[src/rtl/id_ex_stage.sv]
// Decode-to-execute pipeline register with operand forwarding, load-use bubbles and flush.
// 1-cycle id->ex latency; holds all ex_* while execute deasserts ex_ready, raising stall_id to freeze decode.
module id_ex_stage #(
    parameter int CTRL_W      = 8,
    parameter int STALL_CNT_W = 16
) (
    input  logic                   clock,
    input  logic                   reset_n,
    input  logic                   id_valid,
    input  logic [4:0]             id_rs_addr,
    input  logic [4:0]             id_rt_addr,
    input  logic [4:0]             id_rd_addr,
    input  logic [31:0]            id_rs_data,
    input  logic [31:0]            id_rt_data,
    input  logic [31:0]            id_imm,
    input  logic [31:0]            id_pc,
    input  logic [1:0]             id_jump,
    input  logic [CTRL_W-1:0]      id_ctrl,
    input  logic                   id_reg_write,
    input  logic                   id_mem_read,
    input  logic                   exmem_reg_write,
    input  logic                   exmem_mem_read,
    input  logic [4:0]             exmem_rd,
    input  logic [31:0]            exmem_result,
    input  logic                   memwb_reg_write,
    input  logic [4:0]             memwb_rd,
    input  logic [31:0]            memwb_result,
    input  logic                   flush,
    input  logic                   ex_ready,
    output logic                   stall_id,
    output logic                   ex_valid,
    output logic [31:0]            ex_rs_val,
    output logic [31:0]            ex_rt_val,
    output logic [4:0]             ex_rs_addr,
    output logic [4:0]             ex_rt_addr,
    output logic [4:0]             ex_rd_addr,
    output logic [31:0]            ex_imm,
    output logic [31:0]            ex_pc,
    output logic [1:0]             ex_jump,
    output logic [CTRL_W-1:0]      ex_ctrl,
    output logic                   ex_reg_write,
    output logic                   ex_mem_read,
    output logic [STALL_CNT_W-1:0] stall_count
);

    typedef enum logic [1:0] {RUN, BUBBLE, HOLD} state_t;

    state_t                 state_q, state_d;
    logic                   valid_q, valid_d;
    logic [31:0]            rs_val_q, rs_val_d, rt_val_q, rt_val_d;
    logic [4:0]             rs_addr_q, rs_addr_d, rt_addr_q, rt_addr_d, rd_addr_q, rd_addr_d;
    logic [31:0]            imm_q, imm_d, pc_q, pc_d;
    logic [1:0]             jump_q, jump_d;
    logic [CTRL_W-1:0]      ctrl_q, ctrl_d;
    logic                   reg_write_q, reg_write_d, mem_read_q, mem_read_d;
    logic [STALL_CNT_W-1:0] cnt_q, cnt_d;

    logic        is_jal;
    logic [31:0] rs_fwd, rt_fwd;
    logic        ld_in_ex, ld_in_mem, rs_haz, rt_haz, hazard, ex_busy;

    assign is_jal = (id_jump == 2'b11);

    // A jal carries its target in rs_data, so that operand is never replaced.
    always_comb begin
        rs_fwd = id_rs_data;
        rt_fwd = id_rt_data;
        if (!is_jal && id_rs_addr != 5'd0) begin
            if (exmem_reg_write && !exmem_mem_read && exmem_rd == id_rs_addr)
                rs_fwd = exmem_result;
            else if (memwb_reg_write && memwb_rd == id_rs_addr)
                rs_fwd = memwb_result;
        end
        if (id_rt_addr != 5'd0) begin
            if (exmem_reg_write && !exmem_mem_read && exmem_rd == id_rt_addr)
                rt_fwd = exmem_result;
            else if (memwb_reg_write && memwb_rd == id_rt_addr)
                rt_fwd = memwb_result;
        end
    end

    assign ld_in_ex  = valid_q && mem_read_q;
    assign ld_in_mem = exmem_mem_read && exmem_reg_write;
    assign rs_haz    = !is_jal && id_rs_addr != 5'd0 &&
                       ((ld_in_ex && rd_addr_q == id_rs_addr) || (ld_in_mem && exmem_rd == id_rs_addr));
    assign rt_haz    = id_rt_addr != 5'd0 &&
                       ((ld_in_ex && rd_addr_q == id_rt_addr) || (ld_in_mem && exmem_rd == id_rt_addr));
    assign hazard    = id_valid && (rs_haz || rt_haz);
    assign ex_busy   = valid_q && !ex_ready;
    assign stall_id  = (hazard || ex_busy) && !flush;

    always_comb begin
        state_d     = state_q;
        valid_d     = valid_q;
        rs_val_d    = rs_val_q;
        rt_val_d    = rt_val_q;
        rs_addr_d   = rs_addr_q;
        rt_addr_d   = rt_addr_q;
        rd_addr_d   = rd_addr_q;
        imm_d       = imm_q;
        pc_d        = pc_q;
        jump_d      = jump_q;
        ctrl_d      = ctrl_q;
        reg_write_d = reg_write_q;
        mem_read_d  = mem_read_q;
        cnt_d       = cnt_q;

        // A held instruction survives flush; only ex_ready releases it.
        if (state_q == HOLD && !ex_ready) begin
            state_d = HOLD;
        end else if (flush) begin
            state_d     = RUN;
            valid_d     = 1'b0;
            reg_write_d = 1'b0;
            mem_read_d  = 1'b0;
        end else if (ex_busy) begin
            state_d = HOLD;
        end else if (hazard) begin
            state_d     = BUBBLE;
            valid_d     = 1'b0;
            reg_write_d = 1'b0;
            mem_read_d  = 1'b0;
            if (cnt_q != '1)
                cnt_d = cnt_q + STALL_CNT_W'(1);
        end else begin
            state_d     = RUN;
            valid_d     = id_valid;
            rs_val_d    = rs_fwd;
            rt_val_d    = rt_fwd;
            rs_addr_d   = id_rs_addr;
            rt_addr_d   = id_rt_addr;
            rd_addr_d   = id_rd_addr;
            imm_d       = id_imm;
            pc_d        = id_pc;
            jump_d      = id_jump;
            ctrl_d      = id_ctrl;
            reg_write_d = id_valid && id_reg_write;
            mem_read_d  = id_valid && id_mem_read;
        end
    end

    always_ff @(posedge clock or negedge reset_n) begin
        if (!reset_n) begin
            state_q     <= RUN;
            valid_q     <= 1'b0;
            rs_val_q    <= '0;
            rt_val_q    <= '0;
            rs_addr_q   <= '0;
            rt_addr_q   <= '0;
            rd_addr_q   <= '0;
            imm_q       <= '0;
            pc_q        <= '0;
            jump_q      <= '0;
            ctrl_q      <= '0;
            reg_write_q <= 1'b0;
            mem_read_q  <= 1'b0;
            cnt_q       <= '0;
        end else begin
            state_q     <= state_d;
            valid_q     <= valid_d;
            rs_val_q    <= rs_val_d;
            rt_val_q    <= rt_val_d;
            rs_addr_q   <= rs_addr_d;
            rt_addr_q   <= rt_addr_d;
            rd_addr_q   <= rd_addr_d;
            imm_q       <= imm_d;
            pc_q        <= pc_d;
            jump_q      <= jump_d;
            ctrl_q      <= ctrl_d;
            reg_write_q <= reg_write_d;
            mem_read_q  <= mem_read_d;
            cnt_q       <= cnt_d;
        end
    end

    assign ex_valid     = valid_q;
    assign ex_rs_val    = rs_val_q;
    assign ex_rt_val    = rt_val_q;
    assign ex_rs_addr   = rs_addr_q;
    assign ex_rt_addr   = rt_addr_q;
    assign ex_rd_addr   = rd_addr_q;
    assign ex_imm       = imm_q;
    assign ex_pc        = pc_q;
    assign ex_jump      = jump_q;
    assign ex_ctrl      = ctrl_q;
    assign ex_reg_write = reg_write_q;
    assign ex_mem_read  = mem_read_q;
    assign stall_count  = cnt_q;

endmodule

[config.mk]
export PLATFORM = sky130hd
export DESIGN_NAME = id_ex_stage
export DESIGN_NICKNAME = d
export VERILOG_FILES = /design/src/rtl/id_ex_stage.sv
export SDC_FILE = /design/constraint.sdc
export NUM_CORES = 1
export LEC_CHECK = 0
export ABC_AREA = 1
export BUFFER_PORTS_ARGS = -buffer_cell sky130_fd_sc_hd__buf_2
export CAP_MARGIN = 20
export CORE_MARGIN = 5
export CORE_UTILIZATION = 31
export DETAILED_ROUTE_END_ITERATION = 16
export HOLD_SLACK_MARGIN = 0.02
export PLACE_DENSITY = 0.55
export SYNTH_ARGS = -nofsm -noshare
export SYNTH_HDL_FRONTEND = slang
export SYNTH_SLANG_ARGS = --single-unit
export TNS_END_PERCENT = 10
[constraint.sdc]
create_clock -name clock -period 4 [get_ports clock]
set_input_delay 0.4 -clock clock [delete_from_list [all_inputs] [get_ports clock]]
set_output_delay 0.4 -clock clock [all_outputs]
set_load 0.1 [all_outputs]
## Word level (Yosys, flattened, before mapping)

Index checks and enable logic that the tools add are counted.

| storage, ports and cells | value |
|---|---|
| flip-flop bits (word level) | 174 |
| logic and storage cells | 81 |

| cells by class | value |
|---|---|
| $add $sub $neg | 1 |
| equal/unequal tests | 10 |
| multiplexer cells | 19 |
| bitwise gates (word level) | 4 |
| reduce and logical (&&, ||, !) cells | 33 |

Operators with widths:

| cell | number |
|---|---|
| $mux 32 | 6 |
| $eq 5x5->1 | 6 |
| $logic_and 1x1->1 | 20 |
| $add 16x1->16 const B | 1 |
| $ne 16x16->1 const B | 1 |
| $mux 1 | 10 |
| $reduce_bool 5->1 | 2 |
| $mux 2 | 3 |
| $reduce_and 5->1 | 1 |
| $eq 2x2->1 const B | 2 |
| $logic_not 1->1 | 4 |
| $logic_or 1x1->1 | 4 |
| $not 1->1 | 4 |
| $reduce_and 4->1 | 1 |
| $ne 2x2->1 const B | 1 |
| $reduce_and 2->1 | 1 |

## Logic depth before layout (Yosys ltp)

Gate-level depths: netlist of run 1.

| depth | value |
|---|---|
| depth after elaboration | 10 |
| gate-level depth with buffers | 14 |

## Worst setup path before layout of run 1

No wires, ideal clock.

| path | value |
|---|---|
| kind | reg2out |
| start | register rd_addr_q[0], in the netlist ex_rd_addr[0] |
| end | output stall_id |
| arrival | 3.519 ns |
| setup slack | 0.081 ns |
| stages on the path, launching flop included | 13 |
| buffers on the path | 2 |
| cell sequence | dfrtp_1 -> inv_1 -> nand2_1 -> o21ai_0 -> nor2_1 -> nand3_1 -> nand2_1 -> nand2_1 -> nand2_4 -> nand2_2 -> buf_4 -> buf_6 -> a21oi_1 |

| between the ends | value |
|---|---|
| word-level cells in the longest chain between the ends | 8 |
| elaborated cells between the ends (all ways) | 12 |
| classes of those cells | 2 x eq/ne; 10 x reduce/logical |

RTL lines:

| what | RTL line | RTL |
|---|---|---|
| start, declared | 51 | `logic [4:0] rs_addr_q, rs_addr_d, rt_addr_q, rt_addr_d, rd_addr_q, rd_addr_d;` |
| start signal, assigned | 165 | `rd_addr_q <= rd_addr_d;` |
| $eq 5x5->1 (on tied branches) | 85, 87 |  |
| $logic_and 1x1->1 (on tied branches) | 85, 87 |  |
| $logic_or 1x1->1 (on tied branches) | 85, 87 |  |
| $logic_and 1x1->1 (on tied branches) | 84, 86 |  |
| $logic_or 1x1->1 * | 88 | `assign hazard = id_valid && (rs_haz \|\| rt_haz);` |
| $logic_and 1x1->1 * | 88 |  |
| $logic_or 1x1->1 * | 90 | `assign stall_id = (hazard \|\| ex_busy) && !flush;` |
| $logic_and 1x1->1 * | 90 |  |
| end, declared | 30 | `output logic stall_id,` |

Every way passes the cells marked *; elsewhere a longest branch is shown, timed or not.

## Worst setup path in the final report of run 1

| path | value |
|---|---|
| start | input id_rs_addr[2] |
| end | output stall_id |

| between the ends | value |
|---|---|
| word-level cells in the longest chain between the ends | 8 |
| elaborated cells between the ends (all ways) | 12 |
| classes of those cells | 2 x eq/ne; 10 x reduce/logical |

RTL lines:

| what | RTL line | RTL |
|---|---|---|
| start, declared | 10 | `input logic [4:0] id_rs_addr,` |
| $eq 5x5->1 | 85 | `((ld_in_ex && rd_addr_q == id_rs_addr) \|\| (ld_in_mem && exmem_rd == id_rs_addr));` |
| $logic_and 1x1->1 | 85 |  |
| $logic_or 1x1->1 | 85 |  |
| $logic_and 1x1->1 * | 84 | `assign rs_haz = !is_jal && id_rs_addr != 5'd0 &&` |
| $logic_or 1x1->1 * | 88 |  |
| $logic_and 1x1->1 * | 88 |  |
| $logic_or 1x1->1 * | 90 |  |
| $logic_and 1x1->1 * | 90 |  |

Marks and branches as above.

==> results of run 1 <==
## area by class of cell
| type | count | area (um^2) |
|---|---|---|
| Antenna cell | 7 | 17.5 |
| Timing Repair Buffer | 429 | 2260 |
| Clock inverter | 15 | 173 |
| Sequential cell | 174 | 4350 |
| Inverter | 78 | 293 |
| Fill cell | 3540 | 19300 |
| Clock buffer | 17 | 425 |
| Tap cell | 442 | 553 |
| Multi-Input combinational cell | 1130 | 5210 |
## cells by family (layout without fill, tap and decap cells)
| kind of cell | count (synthesis) | after routing | synth area share |
|---|---|---|---|
| AO/OA/AOI/OAI | 13 | 13 | 0.00730 |
| other | 0 | 7 | 0 |
| XOR/XNOR | 19 | 19 | 0.0162 |
| adder cells (fa/ha/maj) | 1 | 1 | 0.00122 |
| flip-flops | 174 | 174 | 0.424 |
| AND/OR/NAND/NOR | 1097 | 1097 | 0.472 |
| buffers and inverters | 188 | 539 | 0.0801 |
## routing by layer
| layer | part of all wire | vias to the layer above | track usage |
|---|---|---|---|
| met5 | 0.0036 | - | 0 |
| met4 | 0.018 | 26 | 0.0647 |
| met3 | 0.11 | 71 | 0.0827 |
| met2 | 0.46 | 524 | 0.370 |
| met1 | 0.41 | 5505 | 0.286 |
| li1 | - | 5597 | - |
## layout by cell type, fill, tap and decap left out, types with 2 or more instances in the layout
master | netlist | final
buf_2 | 25 | 407
nand2_1 | 606 | 606
inv_6 | 0 | 3
buf_4 | 5 | 16
inv_2 | 9 | 9
nand3_2 | 0 | 2
clkinv_4 | 0 | 3
dfrtp_1 | 174 | 174
clkbuf_16 | 0 | 17
buf_12 | 0 | 4
nand3_1 | 357 | 355
nor3_1 | 9 | 9
o21ai_0 | 7 | 7
xor2_1 | 14 | 14
nor2_4 | 1 | 10
inv_1 | 69 | 69
xnor2_1 | 5 | 5
nor2_1 | 29 | 20
clkinv_8 | 0 | 2
inv_8 | 0 | 4
diode_2 | 0 | 7
nand2_8 | 0 | 2
nand4_1 | 87 | 87
a21oi_1 | 2 | 2
## sequential cells by signal, summed over array words and instances, names as in the netlist
register and flops:
ex_imm 32, ex_pc 32, ex_rs_val 32, ex_rt_val 32, stall_count 16, ex_ctrl 8
ex_rd_addr 5, ex_rs_addr 5, ex_rt_addr 5, ex_jump 2, state_q 2, ex_mem_read 1
ex_reg_write 1, ex_valid 1
## power breakdown
part	internal [mW]	switching, mW	total, mW	leakage (nW)
combinational	0.478	2.59	3.07	5.09
clock	0.895	0.850	1.75	0.292
sequential	2.01	0.146	2.15	2.17
## per-stage QoR
| stage | setup slack [ns] | cell area [um^2] | cells | hold WS, ns |
|---|---|---|---|---|
| after floorplan | 0.0806 | 10300 | 1492 | 0.104 |
| after global placement | 0.923 | 12700 | 2252 | 0.450 |
| after detailed placement | 0.907 | 12700 | 2252 | 0.453 |
| after CTS | 1.04 | 13300 | 2285 | 0.164 |
| after global routing | 0.892 | 13300 | 2291 | 0.190 |
| final | 1.12 | 13300 | 2292 | 0.192 |
## worst paths after layout
| kind | from | endpoint | slack, ns |
|---|---|---|---|
| worst min register to register | ex_pc[27]$_DFFE_PN0P_ | ex_pc[27]$_DFFE_PN0P_ | 0.47 |
| worst max register to register | ex_rd_addr[0]$_DFFE_PN0P_ | ex_rt_val[17]$_DFFE_PN0P_ | 1.32 |
| worst min-delay path | id_ctrl[3] | ex_ctrl[3]$_DFFE_PN0P_ | 0.19 |
| max in group asynchronous | reset_n | stall_count[3]$_DFFE_PN0P_ | 2.55 |
| worst max-delay path | id_rs_addr[2] | stall_id | 1.12 |
| min in group asynchronous | reset_n | ex_rs_val[20]$_DFFE_PN0P_ | 0.53 |
## repair_timing
action,CTS,global route
endpoints found under the hold margin,52,0
hold buffers,1,0
buffers inserted,0,0
setup endpoints to repair,0,0
## worst max-delay path, delay by kind of cell
| kind | cells | cell delay [ns] |
|---|---|---|
| AOI/OAI and AO/OA | 2 | 0.35 |
| buffers and inverters | 3 | 0.95 |
| and+or+nand+nor | 5 | 0.73 |
==> impl_metrics.json, run 1 <==
{
  "setup_tns_ns": 0,
  "ys.flop_type": "dfrtp_1",
  "coreArea_um2": 32600,
  "endpoint_kind": "primary output",
  "die_x_um": 192,
  "irDropWorstVdd_mv": 0.294,
  "leakagePower_nw": 7.55,
  "hold_class": "input port to register",
  "ys_seq_area_frac": 0.424,
  "cts_resized": 0,
  "ys_top_cells_by_count": "606 x nand2_1, 357 x nand3_1, 174 x dfrtp_1, 87 x nand4_1, 69 x inv_1",
  "critPathLaunchType": "input port",
  "antenna_found_initial": 19,
  "required_ns": 3.60,
  "slew_viol_final": 0,
  "ctsHtreeMaxLevel": 4,
  "wl_per_cell_um": 19.0,
  "finalSetupViolations": 0,
  "dr.pass1.iters": 5,
  "syn_to_final_growth_pct": 29.2,
  "skew_ns": 0.0157,
  "synth_most_common_cell": "nand2_1",
  "critPathMaxStageDelay_ns": 0.57,
  "overflow": 0,
  "row_count": 66,
  "p_total_mw": 6.97,
  "synth-seq-cells": 174,
  "grt_setup_unrepaired": "false",
  "grt.total_usage": 0.228,
  "wl_mm": 43.5,
  "viasPerCell": 5.11,
  "ant_nets": 0,
  "clk_pin_slew_ns": 0.08,
  "outcome": "finished clean",
  "layout-drive-gt1-share": 0.265,
  "fin_crit_ns": 2.88,
  "ys_warn_count": 0,
  "portBuffers": 409,
  "slowest_stage": "inv_2",
  "synth_area_um2": 10300,
  "crit_chain": "buf_2, nor3_1, nand3_1, o21ai_4, inv_2, nand2_2, nand2_4, nand2_8, a21oi_1, buf_12",
  "synth_nets": 1730,
  "place_congestion": 0.908,
  "cts_made_buffers": 17,
  "io_pins": 410,
  "finalCritPeriodShare": 0.720,
  "die-height_um": 192,
  "grt_max_degree": 154,
  "hold_viol": 0,
  "path_class": "input port to primary output",
  "fmax_mhz": 347,
  "yosysUniqueCellTypes": 29,
  "cts_num_sinks": 174,
  "whs_path_depth": 3,
  "start_util": 0.315,
  "fin_util": 0.407,
  "cts_max_path_buffers": 2,
  "synthCells": 1492,
  "drc": 0,
  "synth_edf_count": 0,
  "synthTopCellsByArea": "dfrtp_1 42%, nand2_1 22%, nand3_1 17%, nand4_1 5.3%, inv_1 2.5%",
  "clk_latency_ns": 0.44,
  "final_nets": 2068,
  "avgSynthCellArea_um2": 6.89,
  "cp_data_arrival_time_ns": 2.48,
  "reg2regPathDepth": 12,
  "power.density_nw_per_um2": 524,
  "relSlewSlack": 0.344,
  "cts_tree": "built",
  "postSynth.asyncResetShare": 1.00,
  "die_area_um2": 36900,
  "synth_top_area_cell": "dfrtp_1",
  "grt_pass1_vias": 11500,
  "netlist.area_leader.share": 0.424,
  "worstMarginPinSlew_ns": 0.984,
  "drv_cap": 0,
  "crit_path_max_fanout": 34,
  "cts_root_buffer": "clkbuf_16",
  "grt_pass1_wl_mm": 66.4,
  "via_count": 11700,
  "hpwlAfterDp_mm": 29.6,
  "drtIter0Drc": 883
}
No activity file was read; power rests on OpenSTA's default activity.
==> run 2, diff against run 1 <==
PLACE_DENSITY = 0.57   (was 0.55)
clock period = 2.55 ns   (was 4 ns; I/O delays follow)
==> run 2 against run 1 <==
Compared with the run above:
- clock skew decreased by 0.0021 ns
- clock-buffer cell count increased by 4
- register-to-register slack got worse by 0.92 ns
- via count increased by 0.89%
- sequential share of layout area decreased by 0.45 points
- highest routed layer unchanged
==> impl_metrics.json, run 2 (same netlist as run 1, synthesis figures left out) <==
{
  "crit_path_max_fanout": 5,
  "power.density_nw_per_um2": 817,
  "ff2ff_setup_slack_ns": 0.40,
  "met3_length_mm": 4.74,
  "die_x_um": 192,
  "dr.pass1.iters": 6,
  "grt_max_degree": 99,
  "grt_pass1_vias": 11700,
  "setup_ws_ns": 0.188,
  "setup_tns_ns": 0,
  "outcome": "finished clean",
  "crit_path_start": "ex_valid$_DFFE_PN0P_",
  "antenna_found_initial": 14,
  "finalSetupViolations": 0,
  "critPathMaxStageDelay_ns": 0.42,
  "row_count": 66,
  "drt-met1-wl_mm": 18.3,
  "whs_path_depth": 3,
  "leakagePower_nw": 7.65,
  "path_delay_family": "simple AND/OR/NAND/NOR gates",
  "worstMarginPinSlew_ns": 0.698,
  "crit_chain": "nand2_1, inv_1, o21ai_0, a21oi_1, nand3_1, nand2_1, nand2_1, nand2_4, nand2_8, a21oi_4, buf_12",
  "critical-path-top-cell-by-count": "nand2_1",
  "path_class": "register to primary output",
  "portBuffers": 409,
  "cts_max_path_buffers": 2,
  "timing.hold.ws_ns": 0.0429,
  "die-height_um": 192,
  "ant_nets": 0,
  "hold_end": "ex_imm[31]$_DFFE_PN0P_",
  "cts_tree": "built",
  "cp_num_buf_inv": 2,
  "irDropWorstVdd_mv": 0.466,
  "overflow": 0,
  "fillCellCount": 3445,
  "fin_util": 0.414,
  "place_ws_ns": 0.402,
  "drc": 0,
  "relSlewSlack": 0.535,
  "grt_setup_unrepaired": "false",
  "wl_mm": 44.1,
  "cts_root_buffer": "clkbuf_16",
  "slew_viol_final": 0,
  "clk_pin_slew_ns": 0.07,
  "multiInputGateArea_um2": 5210,
  "grt.total_usage": 0.231,
  "final_cell_mix": "606 x nand2_1, 407 x buf_2, 356 x nand3_1",
  "hold_viol": 0,
  "cts_num_sinks": 174,
  "hold_class": "input port to register",
  "fmax_mhz": 423,
  "routed.top_layer": "met5",
  "drtIter0Drc": 854,
  "wl_per_cell_um": 19.1,
  "ctsHtreeMaxLevel": 4,
  "start_util": 0.315,
  "endpoint_kind": "primary output",
  "final_nets": 2087,
  "finalCritPeriodShare": 0.926,
  "drv_cap": 0,
  "layout-drive-gt1-share": 0.274,
  "grt_pass1_wl_mm": 66.7,
  "critPathLaunchType": "register",
  "timing.rr.end": "ex_rs_val[5]$_DFFE_PN0P_",
  "hpwlAfterDp_mm": 30.8,
  "final-seq-area_um2": 4370,
  "rr_startpoint": "ex_valid$_DFFE_PN0P_",
  "slowest_stage": "dfrtp_4",
  "place_congestion": 0.909,
  "required_ns": 2.30,
  "final_cell_area_um2": 13500,
  "io_pins": 410,
  "dpl_cell_area_um2": 12900,
  "cts_made_buffers": 17,
  "syn_to_final_growth_pct": 31.5,
  "coreArea_um2": 32600,
  "viasPerCell": 5.12,
  "fin_crit_ns": 2.36,
  "clk_latency_ns": 0.45,
  "cp_data_arrival_time_ns": 2.11,
  "die_area_um2": 36900,
  "worstHoldStart": "id_imm[31]",
  "reg2regPathDepth": 12,
  "skew_ns": 0.0135,
  "wl_met2_mm": 19.8,
  "layout_commonest_cell": "nand2_1",
  "via_count": 11800
}
-- run 2: changes by cell type in the layout (fill, tap and decap cells not counted), moves of 5 or more --
| cell | previous run | this run |
|---|---|---|
| buf_12 | 4 | 9 |
| buf_4 | 16 | 27 |
| dfrtp_1 | 174 | 166 |
| dfrtp_2 | 0 | 6 |
-- run 2: worst register-to-register path: stages (launching register included) --
cell,delay (ns)
dfrtp_4,0.48
nand2_1,0.08
inv_1,0.06
o21ai_0,0.09
a21oi_1,0.07
nand3_1,0.07
nand2_1,0.05
nand2_1,0.13
nand2_4,0.09
nand2_8,0.11
buf_4,0.55
nand3_1,0.22
nand2_1,0.08
-- run 2: power breakdown --
part,leakage (nW),switching (mW),internal [mW],total [mW]
clock network,0.290,1.20,1.58,2.79
logic,5.20,4.08,0.780,4.86
registers,2.16,0.249,3.15,3.40
total,7.65,5.53,5.52,11.0
-- run 2: area by class of cell --
type,instances,area share
multi-input cells,1130,0.385
flip-flops and latches,174,0.323
clock inverters,11,0.0118
diodes,5,0.000925
clock buffers,21,0.0333
inverters,78,0.0217
repair buffers,448,0.183
well taps,442,0.0409
-- run 2: metrics by stage --
stage | total power [mW] | cells
after global routing | 11.5 | 2307
after detailed placement | 8.32 | 2268
after global placement | 8.30 | 2268
after floorplan | 7.14 | 1492
after CTS | 11.2 | 2304
final | 11.0 | 2309
-- run 2: how the worst max path moves through the flow --
stage	endpoint	slack (ns)	cells after the start
floorplan	stall_count[8]$_DFFE_PN0P_	-0.005	10
global placement	ex_rt_val[31]$_DFFE_PN0P_	0.45	11
detailed placement	ex_rs_val[4]$_DFFE_PN0P_	0.40	11
CTS	stall_id	0.16	11
global route	stall_id	0.06	10
finish	stall_id	0.19	11
-- run 2: per-layer routing --
layer	up-vias	global-route usage
li1	5614	-
met1	5495	0.295
met2	610	0.368
met3	96	0.0709
met4	12	0.0878
met5	-	0
-- run 2: repair_timing --
action | in CTS | in global routing
resized for setup | 0 | 0
hold buffers | 4 | 0
endpoints found under the hold margin | 62 | 0
setup buffers | 0 | 0
